--- src/rtl/fwd_pkg.sv ---
// Shared definitions for the forwarding/hazard unit: operand select codes,
// hazard FSM states and the supported load-latency range.
package fwd_pkg;

    localparam logic [1:0] FWD_RF    = 2'b00;
    localparam logic [1:0] FWD_EXMEM = 2'b10;
    localparam logic [1:0] FWD_MEMWB = 2'b01;

    localparam int LOAD_LAT_MIN = 1;
    localparam int LOAD_LAT_MAX = 7;
    localparam int HOLD_CW      = 3;

    typedef enum logic {
        IDLE = 1'b0,
        HOLD = 1'b1
    } hz_state_e;

endpackage

--- src/rtl/fwd_sel_slot.sv ---
// Operand forwarding select for one EX source slot; EX/MEM outranks MEM/WB.
module fwd_sel_slot
    import fwd_pkg::*;
#(
    parameter int REG_AW = 5
) (
    input  logic [REG_AW-1:0] rs_i,
    input  logic [REG_AW-1:0] mem_rd_i,
    input  logic              mem_regwrite_i,
    input  logic [REG_AW-1:0] wb_rd_i,
    input  logic              wb_regwrite_i,
    output logic [1:0]        sel_o
);

    // A non-zero rs that matches rd implies rd is non-zero too.
    always_comb begin
        sel_o = FWD_RF;
        if (rs_i != '0) begin
            if (mem_regwrite_i && (mem_rd_i == rs_i)) begin
                sel_o = FWD_EXMEM;
            end else if (wb_regwrite_i && (wb_rd_i == rs_i)) begin
                sel_o = FWD_MEMWB;
            end
        end
    end

endmodule

--- src/rtl/fwd_hazard_unit.sv ---
// Forwarding selects for EX plus load-use stall/bubble control.
// Define FWD_STATS_EN to add saturating stall_cycles / fwd_events counters.
module fwd_hazard_unit
    import fwd_pkg::*;
#(
    parameter int REG_AW   = 5,
    parameter int NUM_SRC  = 2,
    parameter int LOAD_LAT = 1,
    parameter int CNT_W    = 16
) (
    input  logic                      clk,
    input  logic                      rst,
    input  logic [NUM_SRC*REG_AW-1:0] id_rs,
    input  logic                      id_valid,
    input  logic [NUM_SRC*REG_AW-1:0] ex_rs,
    input  logic [REG_AW-1:0]         ex_rd,
    input  logic                      ex_regwrite,
    input  logic                      ex_memread,
    input  logic [REG_AW-1:0]         mem_rd,
    input  logic                      mem_regwrite,
    input  logic [REG_AW-1:0]         wb_rd,
    input  logic                      wb_regwrite,
    input  logic                      flush,
    output logic [NUM_SRC*2-1:0]      fwd_sel,
    output logic                      stall,
    output logic                      bubble
`ifdef FWD_STATS_EN
    ,
    output logic [CNT_W-1:0]          stall_cycles,
    output logic [CNT_W-1:0]          fwd_events
`endif
);

    localparam int LAT = (LOAD_LAT < LOAD_LAT_MIN) ? LOAD_LAT_MIN :
                         (LOAD_LAT > LOAD_LAT_MAX) ? LOAD_LAT_MAX : LOAD_LAT;
    // The IDLE cycle and the final HOLD cycle are both stall cycles.
    localparam logic [HOLD_CW-1:0] HOLD_INIT = (LAT > 1) ? HOLD_CW'(LAT - 2) : '0;

    logic [NUM_SRC-1:0][1:0] sel;

    for (genvar k = 0; k < NUM_SRC; k++) begin : g_slot
        fwd_sel_slot #(.REG_AW(REG_AW)) u_slot (
            .rs_i          (ex_rs[k*REG_AW +: REG_AW]),
            .mem_rd_i      (mem_rd),
            .mem_regwrite_i(mem_regwrite),
            .wb_rd_i       (wb_rd),
            .wb_regwrite_i (wb_regwrite),
            .sel_o         (sel[k])
        );
    end

    assign fwd_sel = sel;

    logic rd_hit;
    logic lu;

    always_comb begin
        rd_hit = 1'b0;
        for (int k = 0; k < NUM_SRC; k++) begin
            if (id_rs[k*REG_AW +: REG_AW] == ex_rd) rd_hit = 1'b1;
        end
    end

    assign lu = id_valid & ex_memread & ex_regwrite & (ex_rd != '0) & rd_hit;

    hz_state_e           state_q, state_d;
    logic [HOLD_CW-1:0]  hold_cnt_q, hold_cnt_d;

    always_ff @(posedge clk or posedge rst) begin
        if (rst) begin
            state_q    <= IDLE;
            hold_cnt_q <= '0;
        end else begin
            state_q    <= state_d;
            hold_cnt_q <= hold_cnt_d;
        end
    end

    always_comb begin
        state_d    = state_q;
        hold_cnt_d = hold_cnt_q;
        stall      = 1'b0;
        bubble     = 1'b0;
        if (flush) begin
            bubble     = 1'b1;
            state_d    = IDLE;
            hold_cnt_d = '0;
        end else begin
            case (state_q)
                IDLE: begin
                    if (lu) begin
                        stall  = 1'b1;
                        bubble = 1'b1;
                        if (LAT > 1) begin
                            state_d    = HOLD;
                            hold_cnt_d = HOLD_INIT;
                        end
                    end
                end
                HOLD: begin
                    stall  = 1'b1;
                    bubble = 1'b1;
                    if (hold_cnt_q == '0) state_d = IDLE;
                    else                  hold_cnt_d = hold_cnt_q - 1'b1;
                end
                default: begin
                    state_d    = IDLE;
                    hold_cnt_d = '0;
                end
            endcase
        end
        // Outputs drop with reset immediately, not just at the next edge.
        if (rst) begin
            stall  = 1'b0;
            bubble = 1'b0;
        end
    end

`ifdef FWD_STATS_EN
    logic [CNT_W-1:0] stall_cnt_q, fwd_cnt_q;

    always_ff @(posedge clk or posedge rst) begin
        if (rst) begin
            stall_cnt_q <= '0;
            fwd_cnt_q   <= '0;
        end else begin
            if (stall && (stall_cnt_q != '1)) stall_cnt_q <= stall_cnt_q + CNT_W'(1);
            if ((|fwd_sel) && (fwd_cnt_q != '1)) fwd_cnt_q <= fwd_cnt_q + CNT_W'(1);
        end
    end

    assign stall_cycles = stall_cnt_q;
    assign fwd_events   = fwd_cnt_q;
`endif

endmodule

--- config.mk ---
export PLATFORM = sky130hd
export DESIGN_NAME = fwd_hazard_unit
export DESIGN_NICKNAME = d
export VERILOG_FILES = /design/src/rtl/fwd_pkg.sv /design/src/rtl/fwd_sel_slot.sv /design/src/rtl/fwd_hazard_unit.sv
export SDC_FILE = /design/constraint.sdc
export NUM_CORES = 1
export LEC_CHECK = 0
export CAP_MARGIN = 5
export CORE_MARGIN = 2
export CORE_UTILIZATION = 35
export CTS_CLUSTER_DIAMETER = 150
export DETAILED_ROUTE_END_ITERATION = 7
export PLACE_DENSITY = 0.84
export SLEW_MARGIN = 20
export SYNTH_ARGS = -nofsm -noshare
export SYNTH_HDL_FRONTEND = slang
export SYNTH_HIERARCHICAL = 1
export SYNTH_SLANG_ARGS = --single-unit
export TNS_END_PERCENT = 20
--- constraint.sdc ---
create_clock -name clk -period 3.9 [get_ports clk]
set_input_delay 0.39 -clock clk [delete_from_list [all_inputs] [get_ports clk]]
set_output_delay 0.39 -clock clk [all_outputs]
set_load 0.05 [all_outputs]
# ---- Word level (Yosys, flattened, before mapping)
# Index checks and enable logic that the tools add are counted.
dict set report classes {
  n_addsub 1
  eq_ne 7
  muxes 20
  n_bitwise 5
  reduce_logical 10
}
# cell count
set op_table {}
lappend op_table {{5-bit == test} 6}
lappend op_table {{5-bit nonzero test} 3}
lappend op_table {{1-bit 2-to-1 mux} 12}
lappend op_table {{3-bit 2-to-1 mux} 3}
lappend op_table {{2-bit 2-to-1 mux} 4}
lappend op_table {{1-bit AND} 4}
lappend op_table {{1-bit logical AND} 4}
lappend op_table {{3-bit logical NOT} 1}
lappend op_table {{3-bit by 1-bit subtractor with 3-bit output (second input constant)} 1}
lappend op_table {{2-bit inequality test (second input constant)} 1}
lappend op_table {{1-bit one-hot mux with 2 select lines} 1}
lappend op_table {{2-bit AND reduction} 1}
lappend op_table {{2-bit nonzero test} 1}
lappend op_table {{1-bit inverter} 1}
dict set report word_totals {
  register_bits 4
  input_bits 43
  out_inout_bits 6
  wordCells 45
}

# ---- Logic depth before layout (Yosys ltp)
# Gate-level depths: netlist (run 1).
dict set report depth {
  word_depth 8
  depth_mapped 6
  depth_no_buf 6
}

# ---- Modules after synthesis
# Netlist (run 1), hierarchy kept.
# module n_inst cells_each area_each_um2 seq_area_each_um2
set modules_own_cells {}
lappend modules_own_cells {fwd_hazard_unit 1 42 371.6 100.1}
lappend modules_own_cells {fwd_sel_slot 2 18 132.6 0.0}

# ---- Least setup slack after synthesis (run 1)
# Ideal clock, no wire load.
dict set report synth_path {
  path_type {in2out}
  start {input port ex_rd[2]}
  end {output port stall}
  t_arrival_ns 2.472
  t_required_ns 3.510
  path_slack_ns 1.038
  path_stages 4
  path_buffers 0
  path_cell_list {xor2_1 nor3_2 a22oi_1 o41ai_1}
}
dict set report synth_via {
  elab_chain_len 8
  word_cells_on_any_way 11
  classes_between {eq/ne: 2; mux: 6; bitwise: 2; reduce/logical: 1}
}
# element line
set synth_lines {}
lappend synth_lines {{start, declared} fwd_hazard_unit.sv:16} ;# input logic [REG_AW-1:0] ex_rd,
lappend synth_lines {{5-bit == test} fwd_hazard_unit.sv:60} ;# if (id_rs[k*REG_AW +: REG_AW] == ex_rd) rd_hit = 1'b1;
lappend synth_lines {{1-bit 2-to-1 mux (2 in a row)} fwd_hazard_unit.sv:60}
lappend synth_lines {{1-bit AND (*)} fwd_hazard_unit.sv:64} ;# assign lu = id_valid & ex_memread & ex_regwrite & (ex_rd != '0) & rd_hit;
lappend synth_lines {{1-bit 2-to-1 mux (*)} fwd_hazard_unit.sv:91} ;# if (lu) begin
lappend synth_lines {{1-bit one-hot mux with 2 select lines (*)} fwd_hazard_unit.sv:89} ;# case (state_q)
lappend synth_lines {{1-bit 2-to-1 mux (*)} fwd_hazard_unit.sv:84} ;# if (flush) begin
lappend synth_lines {{1-bit 2-to-1 mux (*)} fwd_hazard_unit.sv:113} ;# if (rst) begin
lappend synth_lines {{end, declared} fwd_hazard_unit.sv:25} ;# output logic stall,
# Every way passes the cells marked *; elsewhere a longest branch is shown, timed or not.

# ---- Worst setup path after layout (run 1)
dict set report layout_path {
  start {input port ex_rs[7]}
  end {output port fwd_sel[3]}
}
dict set report layout_via {
  elab_chain_len 4
  word_cells_on_any_way 5
  classes_between {eq/ne: 1; mux: 2; reduce/logical: 2}
}
# element line
set layout_lines {}
lappend layout_lines {{start, declared} fwd_hazard_unit.sv:15} ;# input logic [NUM_SRC*REG_AW-1:0] ex_rs,
lappend layout_lines {{5-bit == test} fwd_sel_slot.sv:19} ;# if (mem_regwrite_i && (mem_rd_i == rs_i)) begin
lappend layout_lines {{1-bit logical AND} fwd_sel_slot.sv:19}
lappend layout_lines {{2-bit 2-to-1 mux} fwd_sel_slot.sv:19}
lappend layout_lines {{2-bit 2-to-1 mux (*)} fwd_sel_slot.sv:18} ;# if (rs_i != '0) begin
lappend layout_lines {{end, declared} fwd_hazard_unit.sv:24} ;# output logic [NUM_SRC*2-1:0] fwd_sel,
# Marked as above.

==> results.yml, run 1 <==
synthesis:
  postSynthCellCount: 78
  ys_seq_area_frac: 0.157
  syn_area_um2: 637
  yosysTopAreaCell: "xor2_1"
  yosysWarnings: 6
  synth.distinct_cells: 23
  netlist_top_cells_area: "xor2_1 25%, xnor2_1 18%, dfrtp_1 16%"
  synth_seq_cells: 4
  synth_top_area_frac: 0.248
  syn_nets: 123
  syn_avg_cell_area_um2: 8.16
die:
  coreArea_um2: 1730
  initial_utilization: 0.369
  rows: 15
  dieArea_um2: 2180
  die-width_um: 46.7
  fp.dieH_um: 46.7
  io_pins: 49
grt:
  antenna_found_initial: 0
  grt_usage: 0.195
  grt_max_degree: 8
  overflow: 0
  grt_pass1_vias: 718
  grt_pass1_wl_um: 3000
timing:
  relSlewSlack: 0.667
  tns_ns: 0
  rsz0062_at_grt: "no"
  finalCriticalPeriod_ns: 2.95
  finalCritPeriodShare: 0.757
  drv_slew: 0
  setup_viol: 0
  hold_viol: 0
  max_freq_mhz: 339
  clock_skew_ns: 0.00691
  worst_pin_slew_ns: 0.498
clocking:
  worstSkewPairLatency_ns: 0.24
  path_clk_slew_ns: 0.04
  clk_path_buf_depth: 2
  cts_root_buf: "clkbuf_4"
  cts_sinks: 4
  numCtsBuffers: 3
  post_cts_buffers: 0
  cts_resized: 0
  hold_buffers: 0
  htreeDepth: 1
  cts_tree: "built"
critical_path:
  max_stage_delay_ns: 0.81
  reg2reg_from: "hold_cnt_q[0]"
  crit_arrival_ns: 2.56
  crit_path_start_kind: "input port"
  crit_path_end_kind: "output pin"
  cp_max_fo: 3
  worst-path-buf-inv: 2
  worst-r2r-cell-count: 6
  critPathSlowestCell: "clkdlybuf4s50_1"
  cpMostUsedCell: "clkdlybuf4s50_1"
  cp.required_ns: 3.51
  path_class: "in -> out"
  cp_top_family: "buffers and inverters"
  regToRegSetupSlack_ns: 2.43
  crit_chain: "clkdlybuf4s50_1, xor2_1, nor4_1, nand3_1, nor2_1, clkdlybuf4s50_1"
  timing.rr.end: "hold_cnt_q[1]"
drt:
  wl_um: 1910
  drtIter0Drc: 8
  via_count: 712
  route.detailed.drc: 0
  first_pass_iters: 4
  ant_nets: 0
  wl_per_cell_um: 12.4
  viasPerCell: 4.62
place:
  dp.cells: 151
  hpwl_um: 1710
  io_buffer_count: 48
  gp_congestion: 0.783
cells_and_area:
  final_common_cell: "clkdlybuf4s50_1"
  layout_common_cells: "48 x clkdlybuf4s50_1, 18 x xor2_1, 13 x xnor2_1"
  diodes: 0
  final_util: 0.678
  syn_to_final_growth_pct: 83.9
  layout-drive-gt1-share: 0.0620
  stdcell_count: 154
  final_nets: 176
flow_run:
  max_cap_viol_count: 0
pwr:
  peakVddDrop_mv: 0.148
  leakagePower_uw: 0.000441
  cellPowerDensity_nw_per_um2: 164
run_status:
  status: "finished, final reports clean"
worst_hold_path:
  min_path_type: "in -> async"
synthesized netlist by cell type:
cell,instances
nor3_2,2
nor3_1,1
a21oi_1,1
xor2_1,18
or4_4,1
o41ai_1,1
o21ai_0,1
o21ai_1,1
mux2_2,1
nand3_1,2
nor4b_1,2
or4_1,2
nor2_1,11
a22oi_1,1
nor4_1,2
o31ai_1,1
o2111ai_2,1
inv_1,4
xnor2_1,13
nand4_1,2
nand2_1,4
ha_1,2
dfrtp_1,4
where the power goes:
part	switching (µW)	internal (µW)	leakage, µW	total, µW
combinational	38.9	59.3	0.000371	98.2
sequential	0.0000000000000365	41.7	0.0000559	41.7
clock	17.9	34.5	0.0000138	52.4
total	56.8	135	0.000441	192
registers in the layout, indices dropped and copies added (netlist names):
register / flops
hold_cnt_q: 3
state_q: 1
kinds of logic after synthesis:
group / after synthesis / share of synthesized area
multiplexers: 1 / 0.0177
AND/OR/NAND/NOR: 29 / 0.251
AO/OA/AOI/OAI: 7 / 0.0845
XOR/XNOR: 31 / 0.426
buffers and inverters: 4 / 0.0236
adder cells (fa/ha/maj): 2 / 0.0393
flip-flops: 4 / 0.157
worst max-delay path by stage:
| stage | from | slack (ns) | depth (start not counted) | to |
|---|---|---|---|---|
| finish | ex_rs[7] | 0.95 | 6 | fwd_sel[3] |
| detailed placement | ex_rs[3] | 0.96 | 6 | fwd_sel[1] |
| CTS | ex_rs[3] | 0.96 | 6 | fwd_sel[1] |
| global route | ex_rs[2] | 0.81 | 6 | fwd_sel[1] |
| floorplan | ex_rd[2] | 1.04 | 4 | stall |
| global placement | ex_rs[2] | 0.98 | 6 | fwd_sel[1] |
cell type report:
| class | instances | area [µm²] |
|---|---|---|
| fill | 155 | 556 |
| multi-input combinational | 70 | 522 |
| timing repair buffer | 48 | 480 |
| sequential | 4 | 100 |
| tap | 25 | 31.3 |
| clock buffer | 3 | 22.5 |
| inverter | 4 | 15.0 |
through the flow:
stage	power, µW	hold WS (ns)	setup slack [ns]	instance area (µm²)
final	192	0.429	0.946	1170
after global routing	206	0.460	0.806	1170
after CTS	195	0.431	0.955	1170
after detailed placement	141	0.560	0.956	1150
after global placement	139	0.526	0.979	1150
after floorplan	79.2	0.162	1.04	637
per-layer routing:
metal | global-route usage | share of wire
met1 | 0.239 | 0.43
met2 | 0.325 | 0.49
met3 | 0.0706 | 0.066
met4 | 0.0444 | 0.0063
met5 | 0 | 0
Note: power is estimated with default switching activity, not from simulation.
==> inputs of run 2 (changes only) <==
--- a/config.mk
+++ b/config.mk
@@ -7,10 +7,10 @@
 export LEC_CHECK = 0
 export CAP_MARGIN = 5
 export CORE_MARGIN = 2
-export CORE_UTILIZATION = 35
+export CORE_UTILIZATION = 33
 export CTS_CLUSTER_DIAMETER = 150
 export DETAILED_ROUTE_END_ITERATION = 7
-export PLACE_DENSITY = 0.84
+export PLACE_DENSITY = 0.79
 export SLEW_MARGIN = 20
 export SYNTH_ARGS = -nofsm -noshare
 export SYNTH_HDL_FRONTEND = slang
==> constraint.sdc (replaced) <==
create_clock -name clk -period 2.8 [get_ports clk]
set_input_delay 0.28 -clock clk [delete_from_list [all_inputs] [get_ports clk]]
set_output_delay 0.28 -clock clk [all_outputs]
set_load 0.05 [all_outputs]
==> run 2 against run 1 <==
Compared with the run above:
- clock power is 42% higher
- register-to-register slack got worse by 1.1 ns
- design area stayed put
- die area grew 5.5%
- global-route usage rose by 0.067 points
- first-iteration DRC count is 130% higher
- worst setup slack lost 0.73 ns
- flip-flop and latch count is the same
- clock skew grew 0.0023 ns
- combinational power up 42%
- sequential power is 39% higher
- largest power group unchanged
- non-clock buffer count is the same
==> results.yml, run 2 (same netlist as run 1, synthesis figures left out) <==
clocking:
  cts_tree: "built"
  numCtsBuffers: 3
  path_clk_slew_ns: 0.04
  cts_resized: 0
  worstSkewPairLatency_ns: 0.24
  clk_path_buf_depth: 2
  cts_sinks: 4
  htreeDepth: 1
  cts_root_buf: "clkbuf_4"
  post_cts_buffers: 0
  hold_buffers: 0
timing:
  tns_ns: 0
  relSlewSlack: 0.625
  max_freq_mhz: 387
  rsz0062_at_grt: "no"
  whs_ns: 0.327
  worst_pin_slew_ns: 0.556
  setup_ws_ns: 0.219
  clock_skew_ns: 0.00925
  finalCriticalPeriod_ns: 2.58
  setup_viol: 0
  finalCritPeriodShare: 0.922
  drv_slew: 0
  hold_viol: 0
critical_path:
  crit_arrival_ns: 2.30
  crit_path_end_kind: "output pin"
  cp_max_fo: 3
  critPathSlowestCell: "clkdlybuf4s50_1"
  reg2reg_from: "hold_cnt_q[0]"
  crit_path_start_kind: "input port"
  max_stage_delay_ns: 0.86
  cp.required_ns: 2.52
  regToRegSetupSlack_ns: 1.36
  cpMostUsedCell: "clkdlybuf4s50_1"
  crit_start: "ex_rs[9]"
  path_class: "in -> out"
  timing.rr.end: "hold_cnt_q[1]"
  crit_chain: "clkdlybuf4s50_1, xor2_1, nor4_1, nand3_1, nor4b_1, clkdlybuf4s50_1"
  worst-r2r-cell-count: 6
place:
  dpl-instance-area_um2: 1150
  post-place-ws_ns: 0.217
  gp_congestion: 0.909
  io_buffer_count: 48
  hpwl_um: 1860
  dp.cells: 151
drt:
  wl_per_cell_um: 13.9
  first_pass_iters: 4
  via_count: 730
  wl_um: 2140
  ant_nets: 0
  drtIter0Drc: 18
  route.detailed.drc: 0
  viasPerCell: 4.74
die:
  dieArea_um2: 2300
  initial_utilization: 0.361
  io_pins: 49
  fp.dieH_um: 47.9
  rows: 15
  die-width_um: 47.9
  coreArea_um2: 1760
worst_hold_path:
  min_path_type: "in -> async"
pwr:
  peakVddDrop_mv: 0.196
  leakagePower_uw: 0.000453
  internal_power_uw: 188
  p_switching_uw: 83.3
  pwr-share-clk: 0.273
  pwr-share-seq: 0.214
  cellPowerDensity_nw_per_um2: 232
  comb_power_share: 0.513
  p_sw_frac: 0.307
flow_run:
  max_cap_viol_count: 0
run_status:
  status: "finished, final reports clean"
cells_and_area:
  layout-drive-gt1-share: 0.101
  largest_register_ffs: 3
  final_common_cell: "clkdlybuf4s50_1"
  stdcell_count: 154
  top_register: "hold_cnt_q"
  syn_to_final_growth_pct: 83.9
  diodes: 0
  design_area_um2: 1170
  reg_top3: "hold_cnt_q: 3 flops, state_q: 1 flops"
  final_nets: 176
  layout_common_cells: "43 x clkdlybuf4s50_1, 18 x xor2_1, 13 x xnor2_1"
grt:
  grt_max_degree: 8
  grt_pass1_wl_um: 3110
  antenna_found_initial: 0
  grt_pass1_vias: 705
  grt_usage: 0.196
  overflow: 0
## run 2: cell types whose count changed in the layout (fill, tap and decap cells not counted), sizes merged
cell           previous run  this run
buf                       0         5
clkdlybuf4s50            48        43
## run 2: worst max-delay path, delay by kind of cell
kind	cells	cell delay [ns]
xor gates and xnor gates	1	0.22
buffers and inverters	2	1.40
and+or+nand+nor	3	0.40
## run 2: layout make-up
class	instances	area [µm²]
Timing Repair Buffer	48	480
Sequential cell	4	100
Tap cell	25	31.3
Inverter	4	15.0
Clock buffer	3	22.5
Multi-Input combinational cell	70	522
Fill cell	166	593
## run 2: worst max-delay path by stage
stage | to | slack, ns
final | fwd_sel[2] | 0.22
after global routing | fwd_sel[2] | 0.14
after CTS | fwd_sel[2] | 0.22
after detailed placement | fwd_sel[2] | 0.22
after global placement | fwd_sel[2] | 0.29
after floorplan | stall | 0.16
## run 2: power groups by stage
stage / sequential (µW) / clock [µW] / combinational (µW)
floorplan: 58.9 / 0 / 51.5
global placement: 58.9 / 0 / 135
detailed placement: 58.9 / 0 / 138
CTS: 58.1 / 76.9 / 139
global route: 58.0 / 80.7 / 148
finish: 58.1 / 74.2 / 139
## run 2: layer usage
metal  track usage  wire length [µm]
met5             0                 0
met4        0.0270                 0
met3        0.0528                76
met2         0.347              1170
met1         0.241               893
## run 2: stage by stage
| step | util | power, µW |
|---|---|---|
| final | 0.664 | 272 |
| after detailed placement | 0.651 | 197 |
| after global placement | 0.651 | 194 |
| after global routing | 0.664 | 287 |
| after floorplan | - | 110 |
| after CTS | 0.664 | 274 |
